File: src/rtl/s_machine_mem_arbiter_pkg.sv
// s_machine_pkg: shared widths and enums for the S-Machine memory arbiter.
// Imported by the interface, the pick sub-module and the top.
package s_machine_pkg;

  localparam int ADDR_W   = 8;
  localparam int DATA_W   = 16;
  localparam int LAT_W    = 2;
  localparam int STARVE_W = 4;

  typedef enum logic {
    IDLE,
    WAIT
  } arb_state_t;

  typedef enum logic {
    OWN_FETCH,
    OWN_DATA
  } arb_owner_t;

endpackage

File: src/rtl/s_machine_mem_arbiter_if.sv
// s_machine_mem_arbiter_if: fetch port, data port and memory bus signals.
// slave = arbiter side, master = requesters plus memory array side.
interface s_machine_mem_arbiter_if
  import s_machine_pkg::*;
();

  logic              f_req;
  logic [ADDR_W-1:0] f_addr;
  logic              f_gnt;
  logic              f_valid;
  logic [DATA_W-1:0] f_rdata;

  logic              d_req;
  logic              d_we;
  logic [ADDR_W-1:0] d_addr;
  logic [DATA_W-1:0] d_wdata;
  logic              d_gnt;
  logic              d_valid;
  logic [DATA_W-1:0] d_rdata;

  logic [ADDR_W-1:0] mem_addr;
  logic              mem_we;
  logic [DATA_W-1:0] mem_wdata;
  logic [DATA_W-1:0] mem_rdata;

  modport slave (
    input  f_req, f_addr,
    input  d_req, d_we, d_addr, d_wdata,
    input  mem_rdata,
    output f_gnt, f_valid, f_rdata,
    output d_gnt, d_valid, d_rdata,
    output mem_addr, mem_we, mem_wdata
  );

  modport master (
    output f_req, f_addr,
    output d_req, d_we, d_addr, d_wdata,
    output mem_rdata,
    input  f_gnt, f_valid, f_rdata,
    input  d_gnt, d_valid, d_rdata,
    input  mem_addr, mem_we, mem_wdata
  );

endinterface

File: src/rtl/s_machine_arb_pick.sv
// s_machine_arb_pick: combinational winner select between fetch and data.
// Ports: d_req, f_req, starve_cnt in; owner, any_grant out.
module s_machine_arb_pick
  import s_machine_pkg::*;
#(
  parameter int STARVE_LIMIT = 3
) (
  input  logic                d_req,
  input  logic                f_req,
  input  logic [STARVE_W-1:0] starve_cnt,
  output arb_owner_t          owner,
  output logic                any_grant
);

  logic starved;

  assign starved = d_req && f_req &&
    (starve_cnt == STARVE_W'(STARVE_LIMIT));

  always_comb begin
    owner     = OWN_FETCH;
    any_grant = d_req || f_req;
    if (starved)
      owner = OWN_FETCH;
    else if (d_req)
      owner = OWN_DATA;
    else
      owner = OWN_FETCH;
  end

endmodule

File: src/rtl/s_machine_mem_arbiter.sv
// s_machine_mem_arbiter: shares one 256x16 sync memory between fetch and data.
// Ports: clk, reset (sync, active-high), bus (slave modport).
// Build option S_MACHINE_ARB_STATS_EN adds f_gnt_count, d_gnt_count,
// starve_event_count outputs.
module s_machine_mem_arbiter
  import s_machine_pkg::*;
#(
  parameter int MEM_LAT      = 1,
  parameter int STARVE_LIMIT = 3
) (
  input  logic                  clk,
  input  logic                  reset,
  s_machine_mem_arbiter_if.slave bus
`ifdef S_MACHINE_ARB_STATS_EN
  ,
  output logic [15:0]           f_gnt_count,
  output logic [15:0]           d_gnt_count,
  output logic [7:0]            starve_event_count
`endif
);

  arb_state_t          state_q, state_d;
  logic [LAT_W-1:0]    lat_q, lat_d;
  logic                pend_q, pend_d;
  arb_owner_t          own_q, own_d;
  logic                wr_q, wr_d;
  logic [STARVE_W-1:0] starve_q, starve_d;
  logic [DATA_W-1:0]   f_rdata_q, d_rdata_q;

  arb_owner_t owner;
  logic       any_grant;
  logic       slot, resp, grant;
  logic       f_win, d_win;

  s_machine_arb_pick #(
    .STARVE_LIMIT(STARVE_LIMIT)
  ) u_pick (
    .d_req     (bus.d_req),
    .f_req     (bus.f_req),
    .starve_cnt(starve_q),
    .owner     (owner),
    .any_grant (any_grant)
  );

  // A grant slot opens in IDLE or in the last WAIT cycle, which is
  // also the response cycle of the access in flight.
  assign slot  = (state_q == IDLE) || (lat_q == '0);
  assign resp  = pend_q && (lat_q == '0) && !reset;
  assign grant = slot && any_grant && !reset;
  assign f_win = grant && (owner == OWN_FETCH);
  assign d_win = grant && (owner == OWN_DATA);

  always_comb begin
    bus.f_gnt     = f_win;
    bus.d_gnt     = d_win;
    bus.mem_addr  = '0;
    bus.mem_we    = d_win && bus.d_we;
    bus.mem_wdata = '0;
    if (f_win)
      bus.mem_addr = bus.f_addr;
    else if (d_win)
      bus.mem_addr = bus.d_addr;
    if (d_win && bus.d_we)
      bus.mem_wdata = bus.d_wdata;

    bus.f_valid = resp && (own_q == OWN_FETCH);
    bus.d_valid = resp && (own_q == OWN_DATA);
    // Read data passes straight through on its response cycle and is
    // held in the per-port register afterwards.
    bus.f_rdata = bus.f_valid ? bus.mem_rdata : f_rdata_q;
    bus.d_rdata = (bus.d_valid && !wr_q) ? bus.mem_rdata : d_rdata_q;
  end

  always_comb begin
    state_d  = state_q;
    lat_d    = lat_q;
    pend_d   = pend_q;
    own_d    = own_q;
    wr_d     = wr_q;
    starve_d = starve_q;

    if (grant) begin
      pend_d  = 1'b1;
      own_d   = owner;
      wr_d    = d_win && bus.d_we;
      lat_d   = LAT_W'(MEM_LAT - 1);
      state_d = (MEM_LAT > 1) ? WAIT : IDLE;
    end else if (state_q == WAIT) begin
      if (lat_q == '0) begin
        state_d = IDLE;
        pend_d  = 1'b0;
      end else begin
        lat_d = lat_q - 1'b1;
      end
    end else begin
      pend_d = 1'b0;
    end

    if (!bus.f_req || f_win)
      starve_d = '0;
    else if (d_win && starve_q != STARVE_W'(STARVE_LIMIT))
      starve_d = starve_q + 1'b1;
  end

  always_ff @(posedge clk) begin
    if (reset) begin
      state_q   <= IDLE;
      lat_q     <= '0;
      pend_q    <= 1'b0;
      own_q     <= OWN_FETCH;
      wr_q      <= 1'b0;
      starve_q  <= '0;
      f_rdata_q <= '0;
      d_rdata_q <= '0;
    end else begin
      state_q  <= state_d;
      lat_q    <= lat_d;
      pend_q   <= pend_d;
      own_q    <= own_d;
      wr_q     <= wr_d;
      starve_q <= starve_d;
      if (bus.f_valid)
        f_rdata_q <= bus.mem_rdata;
      if (bus.d_valid && !wr_q)
        d_rdata_q <= bus.mem_rdata;
    end
  end

`ifdef S_MACHINE_ARB_STATS_EN
  logic forced;

  assign forced = grant && bus.f_req && bus.d_req &&
    (starve_q == STARVE_W'(STARVE_LIMIT));

  always_ff @(posedge clk) begin
    if (reset) begin
      f_gnt_count        <= '0;
      d_gnt_count        <= '0;
      starve_event_count <= '0;
    end else begin
      if (f_win && f_gnt_count != '1)
        f_gnt_count <= f_gnt_count + 1'b1;
      if (d_win && d_gnt_count != '1)
        d_gnt_count <= d_gnt_count + 1'b1;
      if (forced && starve_event_count != '1)
        starve_event_count <= starve_event_count + 1'b1;
    end
  end
`endif

endmodule

File: src/flat_wrapper.sv
// flat-port wrapper written by rule: the top's interface ports become plain ports
module s_machine_mem_arbiter_flat import s_machine_pkg::*;
#(
  parameter int MEM_LAT      = 1,
  parameter int STARVE_LIMIT = 3
)
  (clk, reset, bus_f_req, bus_f_addr, bus_d_req, bus_d_we, bus_d_addr, bus_d_wdata, bus_mem_rdata, bus_f_gnt, bus_f_valid, bus_f_rdata, bus_d_gnt, bus_d_valid, bus_d_rdata, bus_mem_addr, bus_mem_we, bus_mem_wdata);
  s_machine_mem_arbiter_if bus_i ();
  input  logic clk;
  input  logic reset;
  input wire logic [$bits(bus_i.f_req)-1:0] bus_f_req;
  input wire logic [$bits(bus_i.f_addr)-1:0] bus_f_addr;
  input wire logic [$bits(bus_i.d_req)-1:0] bus_d_req;
  input wire logic [$bits(bus_i.d_we)-1:0] bus_d_we;
  input wire logic [$bits(bus_i.d_addr)-1:0] bus_d_addr;
  input wire logic [$bits(bus_i.d_wdata)-1:0] bus_d_wdata;
  input wire logic [$bits(bus_i.mem_rdata)-1:0] bus_mem_rdata;
  output wire logic [$bits(bus_i.f_gnt)-1:0] bus_f_gnt;
  output wire logic [$bits(bus_i.f_valid)-1:0] bus_f_valid;
  output wire logic [$bits(bus_i.f_rdata)-1:0] bus_f_rdata;
  output wire logic [$bits(bus_i.d_gnt)-1:0] bus_d_gnt;
  output wire logic [$bits(bus_i.d_valid)-1:0] bus_d_valid;
  output wire logic [$bits(bus_i.d_rdata)-1:0] bus_d_rdata;
  output wire logic [$bits(bus_i.mem_addr)-1:0] bus_mem_addr;
  output wire logic [$bits(bus_i.mem_we)-1:0] bus_mem_we;
  output wire logic [$bits(bus_i.mem_wdata)-1:0] bus_mem_wdata;
  assign bus_i.f_req = bus_f_req;
  assign bus_i.f_addr = bus_f_addr;
  assign bus_i.d_req = bus_d_req;
  assign bus_i.d_we = bus_d_we;
  assign bus_i.d_addr = bus_d_addr;
  assign bus_i.d_wdata = bus_d_wdata;
  assign bus_i.mem_rdata = bus_mem_rdata;
  assign bus_f_gnt = bus_i.f_gnt;
  assign bus_f_valid = bus_i.f_valid;
  assign bus_f_rdata = bus_i.f_rdata;
  assign bus_d_gnt = bus_i.d_gnt;
  assign bus_d_valid = bus_i.d_valid;
  assign bus_d_rdata = bus_i.d_rdata;
  assign bus_mem_addr = bus_i.mem_addr;
  assign bus_mem_we = bus_i.mem_we;
  assign bus_mem_wdata = bus_i.mem_wdata;
  s_machine_mem_arbiter #(.MEM_LAT(MEM_LAT), .STARVE_LIMIT(STARVE_LIMIT)) u_core (.clk(clk), .reset(reset), .bus(bus_i));
endmodule
File: config.mk
export PLATFORM = sky130hd
export DESIGN_NAME = s_machine_mem_arbiter_flat
export DESIGN_NICKNAME = d
export VERILOG_FILES = /design/src/rtl/s_machine_mem_arbiter_pkg.sv /design/src/rtl/s_machine_mem_arbiter_if.sv /design/src/rtl/s_machine_arb_pick.sv /design/src/rtl/s_machine_mem_arbiter.sv /design/src/flat_wrapper.sv
export SDC_FILE = /design/constraint.sdc
export NUM_CORES = 1
export LEC_CHECK = 0
export ABC_AREA = 1
export BUFFER_PORTS_ARGS = -buffer_cell sky130_fd_sc_hd__clkbuf_2
export CORE_MARGIN = 5
export CORE_UTILIZATION = 40
export CTS_BUF_LIST = sky130_fd_sc_hd__clkbuf_8
export DETAILED_ROUTE_END_ITERATION = 7
export PLACE_DENSITY = 0.79
export SYNTH_ARGS = -nofsm -noshare
export SYNTH_HDL_FRONTEND = slang
export SYNTH_SLANG_ARGS = --single-unit
File: constraint.sdc
create_clock -name clk -period 2.1 [get_ports clk]
set_input_delay 0.42 -clock clk [delete_from_list [all_inputs] [get_ports clk]]
set_output_delay 0.42 -clock clk [all_outputs]
set_load 0.05 [all_outputs]
---- Word-level counts from Yosys, hierarchy flattened ----
Index checks and enable logic that the tools add are counted.
cells by class
  bitwise operators ....................... 4
  add/sub/neg operators ................... 2
  reductions and logical operators ........ 24
  equal/unequal tests ..................... 3
  muxes and demuxes ....................... 11
operators with widths
  cell                 count
  $mux 16              3
  $mux 8               2
  $logic_and 1x1->1    13
  $mux 1               6
  $add 4x1->4 const B  1
  $eq 4x2->1 const B   1
  $ne 4x2->1 const B   1
  $not 1->1            4
  $reduce_or 2->1      2
  $logic_not 1->1      3
  $logic_or 1x1->1     3
  $ne 3x3->1 const B   1
  $reduce_or 3->1      1
  $logic_not 2->1      1
  $reduce_and 2->1     1
  $sub 2x1->2 const B  1
word-level totals
  word-level logic and storage cells ...... 52
  register bits ........................... 42

---- Depth between registers and ports, before layout ----
  depth after elaboration ................. 7
  mapped depth ............................ 10
  depth with buffers taken out ............ 10

---- By module ----
Synthesis repeated with hierarchy kept, for this count alone.
second synthesis, totals
  cells, all modules ...................... 375
  area total of the unflattened synthesis .. 2,249.7 um^2
by module, submodules not included
  module                 area each (um^2)  cells each  times used
  s_machine_mem_arbiter  2,215.9           367         1
  s_machine_arb_pick     33.8              8           1

---- Worst setup path before layout ----
OpenSTA, ideal clock, no wires.
  path kind ............................... input to output
  start point ............................. input reset
  end point ............................... output bus_d_valid
  cell stages on the path ................. 2
  data required time ...................... 1,680 ps
  path slack .............................. -416 ps
  arrival time ............................ 2,096 ps
  path through ............................ buf_6 > nor4_1
on the way
  longest elaborated chain between the ends .. 3
RTL lines
  element            line                         RTL
  start, declared    flat_wrapper.sv:10           input logic reset;
  $logic_not 1->1    s_machine_mem_arbiter.sv:48  assign resp = pend_q && (lat_q == '0) && !reset;
  $logic_and 1x1->1  s_machine_mem_arbiter.sv:48
  $logic_and 1x1->1  s_machine_mem_arbiter.sv:67  bus.d_valid = resp && (own_q == OWN_DATA);
  end, declared      flat_wrapper.sv:22           output wire logic [$bits(bus_i.d_valid)-1:0] bus_d_valid;
No other way between the ends.

---- Worst setup path after layout ----
  start point ............................. register u_core.lat_q[1]
  end point ............................... output bus_mem_wdata[6]
on the way
  longest elaborated chain between the ends .. 7
RTL lines
  element                          line                          RTL
  start, declared                  s_machine_mem_arbiter.sv:23   logic [LAT_W-1:0] lat_q, lat_d;
  start signal, assigned           s_machine_mem_arbiter.sv:117  lat_q <= lat_d;
  $logic_not 2->1                  s_machine_mem_arbiter.sv:47   assign slot = (state_q == IDLE) || (lat_q == '0);
  $logic_or 1x1->1                 s_machine_mem_arbiter.sv:47
  $logic_and 1x1->1 (2 in series)  s_machine_mem_arbiter.sv:49   assign grant = slot && any_grant && !reset;
  $logic_and 1x1->1                s_machine_mem_arbiter.sv:51   assign d_win = grant && (owner == OWN_DATA);
  $logic_and 1x1->1                s_machine_mem_arbiter.sv:63   if (d_win && bus.d_we)
  $mux 16                          s_machine_mem_arbiter.sv:63
  end, declared                    flat_wrapper.sv:26            output wire logic [$bits(bus_i.mem_wdata)-1:0] bus_mem_wdata;
No other way between the ends.

==> run metrics <==
global route total overflow 0; Net Count, Synth 391; setup slack after layout -0.179 ns; IO Port Bufs 113; DRT iter0 DRCs 165; clk sinks 42; Pwr per Cell Area 564 mW/mm^2; CP Class flip-flop to output port; Post-Route WL 9.41 mm; most frequent cells in the layout inv_1, clkbuf_2, nand2_1; Worst EP required 1.68 ns; largest net degree at the start of global routing 34; DR WL/cell 17.3 microns; Layout Skew 0.00792 ns; CTS clock-pin slew for the worst setup and hold paths 0.08 ns; Hold Slack 0.403 ns; Arrival @ worst endpoint 1.86 ns; layout cells sized above 1 55.2%; Core Area 0.00514 sq mm; Root Driver clkbuf_8; #FFs+latches synth 42; status finished, violations left; max_cap viols 0; Die Ht 82.9 microns; # diodes 0; Seq pwr share 34.8%; register area 845 sq um; non-filler instance count after layout 545; standby leakage power 2.26 nW; Syn-to-layout area delta 101%; fmax 439 MHz; initial antenna violation count 0; Filler cells 264; min-delay worst type input port to flip-flop; Tcrit/Tclk final 109%; Worst-Margin Slew 0.354 ns; I/O pins 114; number of global-route vias before repair 2494; drt drc 0; routability cong. 0.815; post-synthesis cell area 0.00213 sq mm; synth unique cells 24; Pre-antenna DRT Iters 4; violated checks setup timing; Vias/cell 4.92; Clk network pwr share 26.7%; RSZ-0062 raised after global routing true; post-route antenna net violation count 0; P_sw 0.878 mW; clk buf depth 2; yosys warns 0; H-Tree Depth 2; Slew HR 76.4%; Final min period 2.28 ns; # setup viols final 57; Pint 1.53 mW; die area 0.00688 sq mm; post-layout util 83.2%; Combinational Power Share 38.5%; first-pass GRT wire length 11.4 mm; clock latency on the worst-skew pair 0.30 ns; post-synthesis sequential area ratio 39.5%; chip width 82.9 microns; commonest non-fill, non-tap cell in the layout inv_1; HPWL Detailed 4.16 mm; Setup crit start kind flip-flop; DR vias 2683; CP max FO 5; Final Max Slew Viols 0; final-stage net count 529; Initial Utilization 41.4%; placed instance count 515; Synth Area per Inst 6.33 sq um; row cnt 26; Sw Ratio 36.4%; Gate Count Post-Synth 336; CTS buffer count 5; CTS tree yes; Total Routing Usage GR 19.7%; worst vdd rail ir drop 0.000531 V; Final Hold Viols 0; multi-input logic area 0.00138 sq mm; Critical Path End Type output port
cell type report:
cell class	instances	share of cell area, %
Multi-Input combinational cell	189	32.3
Inverter	96	8.49
Clock inverter	3	0.966
Timing Repair Buffer	140	34.9
Clock buffer	5	1.61
Tap cell	70	2.05
Sequential cell	42	19.8
power by group through the flow:
stage | clock [mW] | sequential (mW) | combinational, mW
after floorplan | 0 | 0.854 | 0.405
after global placement | 0 | 0.855 | 0.551
after detailed placement | 0 | 0.856 | 0.559
after CTS | 0.637 | 0.838 | 0.735
after global routing | 0.675 | 0.842 | 0.964
final | 0.644 | 0.840 | 0.927
timing repair:
action,CTS,global route
setup buffers,12,3
pin swaps,7,8
endpoints found under the setup margin,58,60
hold buffers,0,0
cloned,2,5
resized for setup,165,152
critical path, cell delays in order (launching register included):
cell	delay [ns]
dfxtp_2	0.33
inv_2	0.06
ha_4	0.14
inv_4	0.05
nand2_4	0.07
nand3_4	0.12
nor2_8	0.23
buf_12	0.15
nand2_8	0.07
nor2_2	0.15
buf_8	0.16
per-stage QoR:
stage / TNS [ns] / power [mW] / setup WS (ns) / cell area (sq um)
floorplan: -2.09 / 1.26 / -0.206 / 2130
global placement: 0 / 1.41 / 0.0936 / 2830
detailed placement: 0 / 1.42 / 0.0560 / 2830
CTS: -1.61 / 2.21 / -0.0735 / 3740
global route: -9.94 / 2.48 / -0.218 / 4270
finish: -6.37 / 2.41 / -0.179 / 4270
cell usage after synthesis:
cell type  number  area [sq um]
buf_6           2          22.5
o21bai_1        1          7.51
ha_1            2          25.0
dfxtp_1        42           841
o21ai_1        32           160
nand2_1        73           274
nor4_1          1          6.26
inv_2           3          11.3
buf_2           7          35.0
nand2_2         2          12.5
nor2_4          1          11.3
nand3_1         4          20.0
a21oi_1         5          25.0
inv_1          93           349
nor2_8          1          20.0
or2_2           1          6.26
nand2_4         1          11.3
nand3_4         1          17.5
clkbuf_1        3          11.3
xor2_1          2          17.5
o21ai_0         2          10.0
nor3_4          1          16.3
nor2_1         55           206
nand3_2         1          10.0
sequential cells by signal, indices dropped and copies added (netlist names):
signal / count
u_core.own_q: 1
u_core.starve_q: 4
u_core.state_q: 1
u_core.d_rdata_q: 16
u_core.f_rdata_q: 16
u_core.wr_q: 1
u_core.lat_q: 2
u_core.pend_q: 1
kinds of logic (layout without fill, tap and decap cells):
| group | after synthesis | in the layout | share of synthesized area (%) |
|---|---|---|---|
| DFF | 42 | 42 | 39.5 |
| adders and majority gates | 2 | 2 | 1.18 |
| AOI/OAI and AO/OA | 40 | 40 | 9.53 |
| buffers and inverters | 108 | 244 | 20.2 |
| xor gates and xnor gates | 2 | 2 | 0.824 |
| and+or+nand+nor | 142 | 145 | 28.8 |
routing by layer:
metal	vias up	track usage, %	routed length [microns]
met1	1285	20.7	3280
met5	-	0	0
met2	115	38.0	5300
li1	1248	-	-
met3	35	3.56	458
met4	0	7.58	371
final timing paths:
path / start / endpoint / slack [ns] / cells past startpoint
setup / recovery: u_core.lat_q[1]$_SDFFE_PP0P_ / bus_mem_wdata[6] / -0.18 / 10
hold / removal: bus_mem_rdata[15] / u_core.f_rdata_q[15]$_SDFF_PP0_ / 0.40 / 3
setup reg to reg: u_core.lat_q[1]$_SDFFE_PP0P_ / u_core.starve_q[3]$_SDFFE_PP0P_ / 0.39 / 13
hold reg to reg: u_core.pend_q$_SDFFE_PP0P_ / u_core.pend_q$_SDFFE_PP0P_ / 0.48 / 2
Power figures use the tool's default switching activity.
